<file path="config.mk">
export PLATFORM = sky130hd
export DESIGN_NAME = calc_frame_ctrl_flat
export DESIGN_NICKNAME = d
export VERILOG_FILES = /design/src/rtl/calc_pkg.sv /design/src/rtl/calc_frame_ctrl_if.sv /design/src/rtl/calc_gap_timer.sv /design/src/rtl/calc_frame_ctrl.sv /design/src/flat_wrapper.sv
export SDC_FILE = /design/constraint.sdc
export NUM_CORES = 1
export LEC_CHECK = 0
export CORE_MARGIN = 8
export CORE_UTILIZATION = 50
export DETAILED_ROUTE_END_ITERATION = 12
export PLACE_DENSITY = 0.78
export SLEW_MARGIN = 15
export SYNTH_ARGS = -nofsm -noshare
export SYNTH_HDL_FRONTEND = slang
export SYNTH_SLANG_ARGS = --single-unit
</file>
<file path="constraint.sdc">
create_clock -name clk -period 2.45 [get_ports clk]
set_clock_uncertainty 0.2 [all_clocks]
set_input_delay 0.3675 -clock clk [delete_from_list [all_inputs] [get_ports clk]]
set_output_delay 0.3675 -clock clk [all_outputs]
set_load 0.01 [all_outputs]
</file>
<file path="src/rtl/calc_pkg.sv">
// rtl/calc_pkg.sv - shared constants, encodings and operator decode for the calculator frame sequencer
package calc_pkg;

  localparam logic [7:0] OP_ADD_BYTE    = 8'h2B;
  localparam logic [7:0] OP_SUB_BYTE    = 8'h2D;
  localparam logic [7:0] OP_MUL_BYTE    = 8'h78;
  localparam logic [7:0] OP_DIV_BYTE    = 8'h2F;
  localparam logic [7:0] ERR_REPLY_BYTE = 8'hEE;

  typedef enum logic [1:0] {
    ALU_ADD = 2'b00,
    ALU_SUB = 2'b01,
    ALU_MUL = 2'b10,
    ALU_DIV = 2'b11
  } alu_op_t;

  typedef enum logic [1:0] {
    ERR_NONE    = 2'b00,
    ERR_BAD_OP  = 2'b01,
    ERR_TIMEOUT = 2'b10,
    ERR_ALU     = 2'b11
  } err_code_t;

  typedef enum logic [2:0] {
    S_IDLE, S_GET_OP, S_GET_B, S_EXEC, S_WAIT_ALU, S_SEND, S_WAIT_TX
  } state_t;

  // {valid, alu_op}; invalid bytes decode to 3'b000
  function automatic logic [2:0] decode_op(input logic [7:0] b);
    case (b)
      OP_ADD_BYTE: return {1'b1, ALU_ADD};
      OP_SUB_BYTE: return {1'b1, ALU_SUB};
      OP_MUL_BYTE: return {1'b1, ALU_MUL};
      OP_DIV_BYTE: return {1'b1, ALU_DIV};
      default:     return 3'b000;
    endcase
  endfunction

endpackage

</file>
<file path="src/rtl/calc_frame_ctrl_if.sv">
// rtl/calc_frame_ctrl_if.sv - UART RX/TX, ALU handshake and status bundle for the frame sequencer
interface calc_frame_ctrl_if;
  logic       rx_valid;
  logic [7:0] rx_data;
  logic       alu_start;
  logic [7:0] alu_a;
  logic [7:0] alu_b;
  logic [1:0] alu_op;
  logic       alu_done;
  logic [7:0] alu_result;
  logic       alu_err;
  logic       tx_start;
  logic [7:0] tx_data;
  logic       tx_busy;
  logic       error;
  logic [1:0] err_code;

  modport master (
    input  rx_valid, rx_data, alu_done, alu_result, alu_err, tx_busy,
    output alu_start, alu_a, alu_b, alu_op, tx_start, tx_data, error, err_code
  );

  modport slave (
    output rx_valid, rx_data, alu_done, alu_result, alu_err, tx_busy,
    input  alu_start, alu_a, alu_b, alu_op, tx_start, tx_data, error, err_code
  );
endinterface

</file>
<file path="src/rtl/calc_gap_timer.sv">
// rtl/calc_gap_timer.sv - inter-byte gap down-counter; expire pulses once LOAD+1 enabled cycles pass without clr
module calc_gap_timer #(
  parameter int unsigned   W    = 1,
  parameter logic [W-1:0]  LOAD = '1
) (
  input  logic clk,
  input  logic rst,
  input  logic clr,
  input  logic en,
  output logic expire
);

  logic [W-1:0] cnt;

  always_ff @(posedge clk or posedge rst) begin
    if (rst) begin
      cnt <= '0;
    end else if (clr) begin
      cnt <= LOAD;
    end else if (en && cnt != '0) begin
      cnt <= cnt - 1'b1;
    end
  end

  // clr has priority so a byte arriving on the expiry cycle is never treated as a timeout
  assign expire = en && !clr && (cnt == '0);

endmodule

</file>
<file path="src/rtl/calc_frame_ctrl.sv">
// rtl/calc_frame_ctrl.sv - 3-byte frame sequencer between UART and ALU; CALC_ERR_REPLY_EN sends 8'hEE on errors
module calc_frame_ctrl
  import calc_pkg::*;
#(
  parameter int unsigned CLK_FREQ      = 50000000,
  parameter int unsigned BAUD          = 9600,
  parameter int unsigned TIMEOUT_BYTES = 20
) (
  input  logic              clk,
  input  logic              rst,
  input  logic              e,
  calc_frame_ctrl_if.master bus
);

  localparam longint unsigned TIMEOUT_CYCLES =
    64'(TIMEOUT_BYTES) * 64'd10 * 64'(CLK_FREQ) / 64'(BAUD);
  localparam int unsigned TW = (TIMEOUT_CYCLES > 2) ? $clog2(TIMEOUT_CYCLES) : 1;
  localparam logic [TW-1:0] TLOAD = TW'(TIMEOUT_CYCLES - 1);

`ifdef CALC_ERR_REPLY_EN
  localparam state_t ERR_NEXT = S_SEND;
`else
  localparam state_t ERR_NEXT = S_IDLE;
`endif

  state_t    state, state_nx;
  logic [2:0] dec;
  logic      op_valid;
  alu_op_t   op_dec;
  logic      timer_en, timer_clr, expire;
  logic      seen_busy;
  logic      tx_start_c;
  logic      take_a, take_op, take_b, take_res, err_set;
  err_code_t err_nx;

  assign dec      = decode_op(bus.rx_data);
  assign op_valid = dec[2];
  assign op_dec   = alu_op_t'(dec[1:0]);

  calc_gap_timer #(.W(TW), .LOAD(TLOAD)) u_gap_timer (
    .clk    (clk),
    .rst    (rst),
    .clr    (timer_clr),
    .en     (timer_en),
    .expire (expire)
  );

  always_ff @(posedge clk or posedge rst) begin
    if (rst) state <= S_IDLE;
    else     state <= state_nx;
  end

  always_comb begin
    state_nx = state;
    case (state)
      S_IDLE:     if (bus.rx_valid && e) state_nx = S_GET_OP;
      S_GET_OP: begin
        if (!e)                state_nx = S_IDLE;
        else if (bus.rx_valid) state_nx = op_valid ? S_GET_B : ERR_NEXT;
        else if (expire)       state_nx = ERR_NEXT;
      end
      S_GET_B: begin
        if (!e)                state_nx = S_IDLE;
        else if (bus.rx_valid) state_nx = S_EXEC;
        else if (expire)       state_nx = ERR_NEXT;
      end
      S_EXEC:     state_nx = S_WAIT_ALU;
      S_WAIT_ALU: if (bus.alu_done) state_nx = bus.alu_err ? ERR_NEXT : S_SEND;
      S_SEND:     if (!bus.tx_busy) state_nx = S_WAIT_TX;
      S_WAIT_TX:  if (seen_busy && !bus.tx_busy) state_nx = S_IDLE;
      default:    state_nx = S_IDLE;
    endcase
  end

  always_comb begin
    tx_start_c = (state == S_SEND) && !bus.tx_busy;
    timer_en   = (state == S_GET_OP) || (state == S_GET_B);
    timer_clr  = bus.rx_valid || !timer_en;
    take_a     = (state == S_IDLE) && bus.rx_valid && e;
    take_op    = (state == S_GET_OP) && e && bus.rx_valid && op_valid;
    take_b     = (state == S_GET_B) && e && bus.rx_valid;
    take_res   = (state == S_WAIT_ALU) && bus.alu_done && !bus.alu_err;
    err_set    = 1'b0;
    err_nx     = ERR_NONE;
    if ((state == S_GET_OP) && e && bus.rx_valid && !op_valid) begin
      err_set = 1'b1;
      err_nx  = ERR_BAD_OP;
    end else if (timer_en && e && !bus.rx_valid && expire) begin
      err_set = 1'b1;
      err_nx  = ERR_TIMEOUT;
    end else if ((state == S_WAIT_ALU) && bus.alu_done && bus.alu_err) begin
      err_set = 1'b1;
      err_nx  = ERR_ALU;
    end
  end

  assign bus.tx_start = tx_start_c;

  always_ff @(posedge clk or posedge rst) begin
    if (rst) begin
      bus.alu_start <= 1'b0;
      bus.alu_a     <= '0;
      bus.alu_b     <= '0;
      bus.alu_op    <= '0;
      bus.tx_data   <= '0;
      bus.error     <= 1'b0;
      bus.err_code  <= '0;
      seen_busy     <= 1'b0;
    end else begin
      // registered so the launch lands two cycles after the B byte
      bus.alu_start <= (state == S_EXEC);
      if (take_a) begin
        bus.alu_a    <= bus.rx_data;
        bus.error    <= 1'b0;
        bus.err_code <= ERR_NONE;
      end
      if (take_op)  bus.alu_op  <= op_dec;
      if (take_b)   bus.alu_b   <= bus.rx_data;
      if (take_res) bus.tx_data <= bus.alu_result;
      if (err_set) begin
        bus.error    <= 1'b1;
        bus.err_code <= err_nx;
`ifdef CALC_ERR_REPLY_EN
        bus.tx_data  <= ERR_REPLY_BYTE;
`endif
      end
      if (state != S_WAIT_TX) seen_busy <= 1'b0;
      else if (bus.tx_busy)   seen_busy <= 1'b1;
    end
  end

endmodule

</file>
<file path="src/flat_wrapper.sv">
// flat-port wrapper written by rule: the top's interface ports become plain ports
module calc_frame_ctrl_flat import calc_pkg::*;
#(
  parameter int unsigned CLK_FREQ      = 50000000,
  parameter int unsigned BAUD          = 9600,
  parameter int unsigned TIMEOUT_BYTES = 20
)
  (clk, rst, e, bus_rx_valid, bus_rx_data, bus_alu_done, bus_alu_result, bus_alu_err, bus_tx_busy, bus_alu_start, bus_alu_a, bus_alu_b, bus_alu_op, bus_tx_start, bus_tx_data, bus_error, bus_err_code);
  calc_frame_ctrl_if bus_i ();
  input  logic clk;
  input  logic rst;
  input  logic e;
  input wire logic [$bits(bus_i.rx_valid)-1:0] bus_rx_valid;
  input wire logic [$bits(bus_i.rx_data)-1:0] bus_rx_data;
  input wire logic [$bits(bus_i.alu_done)-1:0] bus_alu_done;
  input wire logic [$bits(bus_i.alu_result)-1:0] bus_alu_result;
  input wire logic [$bits(bus_i.alu_err)-1:0] bus_alu_err;
  input wire logic [$bits(bus_i.tx_busy)-1:0] bus_tx_busy;
  output wire logic [$bits(bus_i.alu_start)-1:0] bus_alu_start;
  output wire logic [$bits(bus_i.alu_a)-1:0] bus_alu_a;
  output wire logic [$bits(bus_i.alu_b)-1:0] bus_alu_b;
  output wire logic [$bits(bus_i.alu_op)-1:0] bus_alu_op;
  output wire logic [$bits(bus_i.tx_start)-1:0] bus_tx_start;
  output wire logic [$bits(bus_i.tx_data)-1:0] bus_tx_data;
  output wire logic [$bits(bus_i.error)-1:0] bus_error;
  output wire logic [$bits(bus_i.err_code)-1:0] bus_err_code;
  assign bus_i.rx_valid = bus_rx_valid;
  assign bus_i.rx_data = bus_rx_data;
  assign bus_i.alu_done = bus_alu_done;
  assign bus_i.alu_result = bus_alu_result;
  assign bus_i.alu_err = bus_alu_err;
  assign bus_i.tx_busy = bus_tx_busy;
  assign bus_alu_start = bus_i.alu_start;
  assign bus_alu_a = bus_i.alu_a;
  assign bus_alu_b = bus_i.alu_b;
  assign bus_alu_op = bus_i.alu_op;
  assign bus_tx_start = bus_i.tx_start;
  assign bus_tx_data = bus_i.tx_data;
  assign bus_error = bus_i.error;
  assign bus_err_code = bus_i.err_code;
  calc_frame_ctrl #(.CLK_FREQ(CLK_FREQ), .BAUD(BAUD), .TIMEOUT_BYTES(TIMEOUT_BYTES)) u_core (.clk(clk), .rst(rst), .e(e), .bus(bus_i));
endmodule
</file>
== Word-level counts from Yosys, hierarchy flattened ==
Index checks and enable logic that the tools add are counted.

* $add $sub $neg: 1
* Reduce and logical (&&, ||, !) cells: 35
* Muxes and demuxes: 27
* Equal/unequal tests: 15

{| class="wikitable"
|+ Operator list
! kind !! count
|-
| 20-bit two-way mux || 2
|-
| 3-bit two-way mux || 10
|-
| 8-bit by 6-bit equality test with 1-bit output (second input constant) || 3
|-
| 3-bit one-hot mux with 7 select lines || 1
|-
| 1-bit logical AND || 20
|-
| 20-bit logical NOT || 1
|-
| 20-bit nonzero test || 1
|-
| 20-bit by 1-bit subtractor with 20-bit output (second input constant) || 1
|-
| 2-bit two-way mux || 6
|-
| 3-bit one-hot mux with 4 select lines || 1
|-
| 3-bit equality test (second input constant) || 3
|-
| 8-bit by 7-bit equality test with 1-bit output (second input constant) || 1
|-
| 1-bit two-way mux || 7
|-
| 3-bit by 2-bit equality test with 1-bit output (second input constant) || 2
|-
| 1-bit logical NOT || 6
|-
| 2-bit nonzero test || 3
|-
| 2-bit by 1-bit inequality test with 1-bit output (second input constant) || 2
|-
| 2-bit inequality test (second input constant) || 2
|-
| 4-bit AND reduction || 1
|-
| 3-bit by 1-bit equality test with 1-bit output (second input constant) || 1
|-
| 3-bit logical NOT || 1
|-
| 3-bit inequality test (second input constant) || 1
|-
| 1-bit logical OR || 2
|}

* Flip-flop bits (word level): 54
* Output and inout bits: 31
* Input bits: 23
* Logic and storage cells: 88

== Logic depth before layout (Yosys ltp) ==
Gate-level depths: netlist of run 1.

* Depth in word-level cells: 11
* Mapped depth: 6

== By module ==
Synthesis of run 1 repeated with hierarchy kept, for this count alone.

* Cell total of the unflattened synthesis: 256
* Area, all modules: 2,879.0 um2

{| class="wikitable"
|+ Modules (own cells, without submodules)
! module !! instances !! area each (um2) !! cells each
|-
| calc_frame_ctrl || 1 || 1,635.3 || 121
|-
| calc_gap_timer || 1 || 1,243.7 || 135
|}

== Worst setup path after synthesis of run 1 ==
No wires, ideal clock.

* Path kind: register to register
* Start point: reg u_core.u_gap_timer.cnt[3]
* End point: reg u_core.u_gap_timer.cnt[9]
* Data arrival time: 1.968 ns
* Cell stages (with the launch flop): 6
* Data required time: 2.172 ns
* Setup time: 0.078 ns
* Slack: 0.205 ns
* Cell sequence: dfrtp_1 > or4_4 > buf_6 > or3_4 > or4_1 > a21oi_1

* Word-level cells in the longest chain between the ends: 3

{| class="wikitable"
|+ Ends and longest elaborated chain
! item !! line !! source
|-
| start: declaration || calc_gap_timer.sv:13 || <nowiki>logic [W-1:0] cnt;</nowiki>
|-
| start signal: assignment || calc_gap_timer.sv:21 || <nowiki>cnt <= cnt - 1'b1;</nowiki>
|-
| 20-bit by 1-bit subtractor with 20-bit output / 20-bit nonzero test (equally long branches) || calc_gap_timer.sv:21, calc_gap_timer.sv:20 ||
|-
| 20-bit two-way mux / 1-bit logical AND (equally long branches) || calc_gap_timer.sv:20 || <nowiki>end else if (en && cnt != '0) begin</nowiki>
|-
| 20-bit two-way mux / 2-bit nonzero test (equally long branches) || - ||
|}

Parallel ways exist; a longest one is shown, timed or not. The select of a mux whose other input is x is not followed.
A chain may end at the register's enable or synchronous reset.

== Worst setup path in the final report of run 1 ==
* Start point: reg u_core.u_gap_timer.cnt[3]
* End point: reg u_core.u_gap_timer.cnt[19]

The elaborated chain is that of the path after synthesis.

==> metrics.txt, run 1 <==
final WL 6460 um; RePlAce Congestion approximately 0.82; cell count of the worst reg-to-reg path 4; num rows 27; outcome finished, final reports clean; Slew @ Worst Pin between 0.4 and 0.5 ns; Power Density about 540 nW/um2; Min-Delay Path Class in2async; post-DP HPWL between 4000 and 5000 um; crit path from u_core.u_gap_timer.cnt[3]; Routed Antenna Nets 0; switch share around 26%; core area between 5000 and 6000 um2; Syn-to-layout area delta 29.4%; initial antenna violation count 0; Switch Pwr around 490 uW; vias in the first global route 2,315; Slew HR a little under three quarters; port buffer count 53; Yosys top cell by area dfrtp_1; syn nets between 200 and 300; clock slew at reported path FFs ~0.090 ns; Clock Power Share 26.8%; WS Path Type reg2reg; CP Data Required Time 2.48 ns; final cell count without fillers between 300 and 400; antenna cells 0; Cell variety after synth 48; synthesized area per cell 10.6 um2; setup_tns 0 ns; DIE AREA roughly 8100 um2; FF-to-FF setup slack approximately 0.069 ns; Post-CTS Resized 0; first drt pass iteration count 4; root buffer cell clkbuf_8; slowest CP cell or4_4; GRT Resource Usage Total between 10% and 20%; flops & latches, synth 54; Final setup viols 0; # Max-Cap Violations 0; CTS hold repair buffers 0; First DRT Iteration DRCs about 130; grt total ovfl 0; final hold vios 0; CP Cell Sequence or4_4, or3_4, nor4_1, mux2i_1; Post-synth EDFFs 0; endpoint type of the worst setup path register; FMAX approximately 0.42 GHz; final net count around 350; Critical Path AT 2.41 ns; TritonCTS clock tree built; wire length of the first global-routing pass about 11,000 um; vias around 2,300; Initial Utilization about half; WP buf/inv 0; most common cell in the netlist dfrtp_1; Worst-Skew Late Latency ~0.31 ns; Post-Place Cells between 300 and 400; sequential share of power between 50% and 60%; Clock Tree Buf Depth 2; Slew Viols, Final 0; r2r endpoint u_core.u_gap_timer.cnt[19]; CP delay by family, top simple AND/OR/NAND/NOR gates; Die Wd roughly 90 um; Mapped Cells roughly 260; WL per Instance approximately 16 um; Syn Std Cell Area between 2000 and 3000 um2; Synth area leaders dfrtp_1 (49%), mux2_2 (9.9%), o21ai_0 (3.3%); P_int about 1.4 mW; clock sinks 54; layout cell share with drive strength beyond 1 roughly 18%; startpoint types register; # IOs 54; Worst path max stage delay 0.60 ns; Pleak around 1.4 nW; TritonCTS Buffers 5; Post-synth top cells dfrtp_1 (54), mux2_2 (24), o21ai_0 (18); Final min period roughly 2.4 ns; register area share after synthesis just under 50%; Logic pwr share approximately a fifth; largest net degree at the start of global routing between 50 and 60; Synth warnings 0; Final period util a little over nine tenths; postcts setup bufs 0; unrepaired setup endpoints after global routing no; Max VDD drop about 370 uV; Async SR Flop Fraction between 90% and 100%; vias per cell roughly 5.7; critical path fanouts, max 7; Yosys top cell area share between 40% and 50%; H-tree levels 2; Post-synth top flop dfrtp_1; DRC Markers 0; Reg-to-Reg Start u_core.u_gap_timer.cnt[3]; die height 90.0 um
==> final cells by class <==
| type | instances | area [um2] |
|---|---|---|
| clock buffer | 7 | 86.3 |
| clock inverter | 1 | 5.00 |
| fill | 449 | 1870 |
| inverter | 7 | 26.3 |
| multi-input combinational | 184 | 1300 |
| sequential | 54 | 1350 |
| tap | 72 | 90.1 |
| timing repair buffer | 71 | 678 |
==> layout by cell type, fill, tap and decap left out, drive strengths merged, types with 2 or more instances in the layout <==
cell type | Yosys | layout
mux2i | 4 | 4
or4 | 6 | 6
or2 | 3 | 3
a211o | 2 | 2
clkdlybuf4s50 | 0 | 53
nor3 | 10 | 10
nand3 | 6 | 6
clkbuf | 12 | 7
o211ai | 3 | 3
nand3b | 7 | 7
nor3b | 4 | 4
nand2b | 9 | 9
buf | 1 | 18
nor4 | 11 | 11
nand4 | 3 | 3
o21ai | 18 | 18
inv | 7 | 7
and4 | 5 | 5
o31ai | 5 | 5
mux2 | 24 | 24
dfrtp | 54 | 54
o311a | 2 | 2
a21oi | 9 | 9
nand2 | 11 | 11
or3 | 6 | 6
a31oi | 6 | 6
nor2 | 12 | 12
==> state kept, by name (all words and copies together), names as in the netlist <==
register / flops
u_core.u_gap_timer.cnt: 20
u_core.bus.alu_a: 8
u_core.bus.alu_b: 8
u_core.bus.tx_data: 8
u_core.state: 3
u_core.bus.alu_op: 2
u_core.bus.err_code: 2
u_core.bus.alu_start: 1
u_core.bus.error: 1
u_core.seen_busy: 1
==> kinds of logic after synthesis <==
family / synth area share, %
AO/OA/AOI/OAI: 13.3
buffers and inverters: 3.02
multiplexers: 11.3
AND/OR/NAND/NOR: 22.2
flip-flops: 49.4
XOR/XNOR: 0.320
adder cells (fa/ha/maj): 0.457
==> layer usage <==
metal,global-route usage [%],wire length [um],vias up
met1,20.5,2950,1087
met5,0,0,-
li1,-,-,1108
met4,5.13,106,0
met3,5.32,407,11
met2,25.9,2990,57
==> power by group through the flow <==
stage	Combinational, mW	Clock (mW)	Sequential, mW
after global placement	0.401	0	1.01
after CTS	0.411	0.525	1.00
after floorplan	0.147	0	1.05
after global routing	0.435	0.560	1.01
final	0.403	0.515	1.00
after detailed placement	0.409	0	1.02
==> through the flow <==
stage / instance area, um2 / power, mW / setup slack (ns) / util [%] / hold slack (ns)
after floorplan: 2740 / 1.20 / 0.205 / - / 0.307
after global placement: 3450 / 1.42 / 0.182 / 63.8 / 0.284
after detailed placement: 3450 / 1.43 / 0.145 / 63.8 / 0.295
after CTS: 3540 / 1.94 / 0.126 / 65.5 / 0.240
after global routing: 3540 / 2.01 / 0.0486 / 65.5 / 0.240
final: 3540 / 1.92 / 0.0688 / 65.5 / 0.212
==> tightest hold or removal path, cell delays in order <==
cell	delay (ns)
clkdlybuf4s50_1	0.41
inv_2	0.07
buf_12	0.25
==> worst max-delay path by stage <==
stage / endpoint / depth (start not counted)
after global routing: u_core.u_gap_timer.cnt[19] / 4
after global placement: u_core.bus.alu_a[7] / 4
after floorplan: u_core.u_gap_timer.cnt[9] / 5
final: u_core.u_gap_timer.cnt[19] / 4
after detailed placement: u_core.u_gap_timer.cnt[19] / 4
after CTS: u_core.u_gap_timer.cnt[19] / 4
(Power assumes the default switching activity.)
==> inputs of run 2 (changes only) <==
CTS_CLUSTER_SIZE = 10   (was default)
==> results of run 2 <==
Same layout as run 1: the final DEF is identical, and so are final timing and power.
==> inputs of run 3 (changes only) <==
MAX_ROUTING_LAYER = met4   (was default)
PLACE_DENSITY = 0.77   (was 0.78)
SYNTH_HIERARCHICAL = 1   (was default)
==> run 3 against run 2 <==
  * Sequential cell count unchanged
  * Global-route usage down 0.13 points
  * Final cell count increased by 1.8%
  * Total power grew 67%
  * Design area grew 5.8%
  * Combinational power grew to 3.5 times the previous value
  * Largest power group is now combinational cells
  * Highest routed layer unchanged
==> metrics.txt, run 3 <==
outcome finished, final reports clean; RePlAce Congestion 0.838 (+2.1%); antenna cells 0 (unchanged); port buffer count 53 (unchanged); H-tree levels 2 (unchanged); DIE AREA 8440 um2 (+4.3%); syn nets 281 (-0.35%); GRT Resource Usage Total 16.2% (-0.13 points); Post-Place Cells 391 (+0.77%); num rows 27 (unchanged); final WL 6330 um (-2.1%); Die Wd 91.9 um (+2.1%); vias in the first global route 2,265 (-2.2%); Initial Utilization 52.0% (+1.4 points); slowest CP cell or4_4; final cell count without fillers 403 (+1.8%); CP Data Required Time 2.45 ns (-0.03 ns); Critical Path AT 2.40 ns (about the same); Final Power 3.21 mW (+67%); Cell variety after synth 64 (+33%); vias per cell 5.46 (-4.4%); Pleak 1.57 nW (+11%); Synth warnings 6 (+6); startpoint types register; Slew @ Worst Pin 0.414 ns (-0.0161 ns); core area 5540 um2 (+2.5%); most common cell in the netlist dfrtp_1; synthesized area per cell 11.2 um2 (+6.1%); flops & latches, synth 54 (unchanged); Yosys top cell by area dfrtp_1; post-DP HPWL 4770 um (-1.3%); most common cell after layout, fill and taps aside dfrtp_1; endpoint type of the worst setup path register; final hold vios 0 (unchanged); critical path fanouts, max 3 (-4); clock slew at reported path FFs 0.11 ns (+0.02 ns); Clock Tree Buf Depth 2 (unchanged); final net count 355 (+2.3%); die height 91.9 um (+2.1%); CP Cell Sequence or4_4, or3_4, nor4_4, a21o_1, o21ai_1, a32o_1; TritonCTS clock tree built; largest net degree at the start of global routing 35 (-36%); DRC Markers 0 (unchanged); layout cell share with drive strength beyond 1 21.5% (+3.2 points); Post-synth top flop dfrtp_1; vias 2,202 (-2.7%); Final setup viols 0 (unchanged); Syn-to-layout area delta 30.1%; FMAX 0.417 GHz (-0.64%); setup_tns 0 ns (unchanged); Slew Viols, Final 0 (unchanged); Final period util 97.8% (+0.62 points); root buffer cell clkbuf_8; clock sinks 54 (unchanged); Mapped Cells 256 (-0.78%); register area share after synthesis 46.9% (-2.5 points); Post-synth EDFFs 0 (unchanged); Slew HR 72.2% (+1.1 points); wire length of the first global-routing pass 11,200 um (+1.0%); First DRT Iteration DRCs 78 (-41%); max reg flops 20 (unchanged); Post-synth top cells dfrtp_1 (54), nor2_1 (24), mux2_4 (15), nor2b_1 (15), a21oi_1 (11); # Max-Cap Violations 0 (unchanged); Top reg by flops u_core/u_gap_timer/cnt; unrepaired setup endpoints after global routing yes; Synth area leaders dfrtp_1 (47%), mux2_4 (7.8%), mux2_1 (3.5%); Yosys top cell area share 46.9% (-2.5 points); first drt pass iteration count 4 (unchanged); initial antenna violation count 0 (unchanged); Final min period 2.40 ns (+0.0153 ns); Max VDD drop 483 uV (+31%); WS Path Type reg2reg; WL per Instance 15.7 um (-3.8%); Routed Antenna Nets 0 (unchanged); most frequent cells in the layout dfrtp_1 (54), clkdlybuf4s50_1 (53), nor2_1 (24); TritonCTS Buffers 5 (unchanged); Min-Delay Path Class in2async; Syn Std Cell Area 2880 um2 (+5.3%); # IOs 54 (unchanged); Async SR Flop Fraction 100% (unchanged); grt total ovfl 0 (unchanged); Worst-Skew Late Latency 0.31 ns (about the same); Power Density 858 nW/um2 (+58%); Worst path max stage delay 0.54 ns (-0.06 ns)
==> run 3: worst paths after layout <==
check / startpoint / to / slack, ns / cells after the start
worst max-delay path: u_core/u_gap_timer/cnt[15] / u_core/state[1] / 0.05 / 6
worst min-delay path: rst / u_core/u_gap_timer/cnt[12] / 0.19 / 3
worst max register to register: u_core/u_gap_timer/cnt[15] / u_core/state[1] / 0.05 / 6
worst min register to register: u_core/bus.tx_data[7] / u_core/bus.tx_data[7] / 0.29 / 1
max in group asynchronous: rst / u_core/state[2] / 1.48 / 3
min in group clk: u_core/bus.tx_data[7] / u_core/bus.tx_data[7] / 0.29 / 1
==> run 3: report_power, final <==
group | total [mW] | internal (mW) | switching (mW)
logic | 1.42 | 0.815 | 0.604
registers | 1.27 | 1.13 | 0.132
clock network | 0.529 | 0.214 | 0.314
==> run 3: critical path, delay by kind of cell, from the launching register on <==
kind	cells	cell delay (ns)
AO/OA/AOI/OAI	3	0.44
flip-flops	1	0.40
AND/OR/NAND/NOR	3	1.25
==> run 3: kinds of logic (layout without fill, tap and decap cells) <==
logic type	Yosys count	in the layout	synth area share [%]
multiplexers	37	37	16.2
adder cells (fa/ha/maj)	2	2	0.869
flip-flops	54	54	46.9
XOR/XNOR	2	2	0.609
buffers and inverters	15	90	2.43
AND/OR/NAND/NOR	103	103	22.9
AO/OA/AOI/OAI	43	43	10.0
==> run 3: repair_timing <==
action                     CTS  global route
setup buffers                0             4
resized for setup            0             2
gates cloned                 0             0
pin swaps                    1             5
hold buffers                 0             0
setup endpoints to repair    1             2
==> run 3: routing by layer <==
| layer | GRT usage (%) | vias to the layer above | wire length (um) |
|---|---|---|---|
| met1 | 20.6 | 1059 | 3070 |
| li1 | - | 1091 | - |
| met5 | - | - | 0 |
| met4 | 3.49 | 0 | 52 |
| met2 | 25.3 | 46 | 2910 |
| met3 | 4.24 | 6 | 297 |
==> run 3: through the flow <==
step                      hold slack (ns)  utilization (%)  worst slack [ns]  instance area (um2)
final                               0.190             67.6            0.0535                 3740
after detailed placement            0.274             65.2            0.0101                 3610
after CTS                           0.197             67.0            0.0257                 3710
after global placement              0.268             65.2            0.0754                 3610
after global routing                0.203             67.6           -0.0302                 3740
after floorplan                     0.131                -            0.0104                 2900
==> run 3: area by class of cell <==
type / instances / area, um2
fillers: 433 / 1800
multi-input cells: 187 / 1480
flip-flops and latches: 54 / 1350
repair buffers: 76 / 703
well taps: 72 / 90.1
clock buffers: 5 / 68.8
clock inverters: 3 / 28.8
inverters: 6 / 22.5
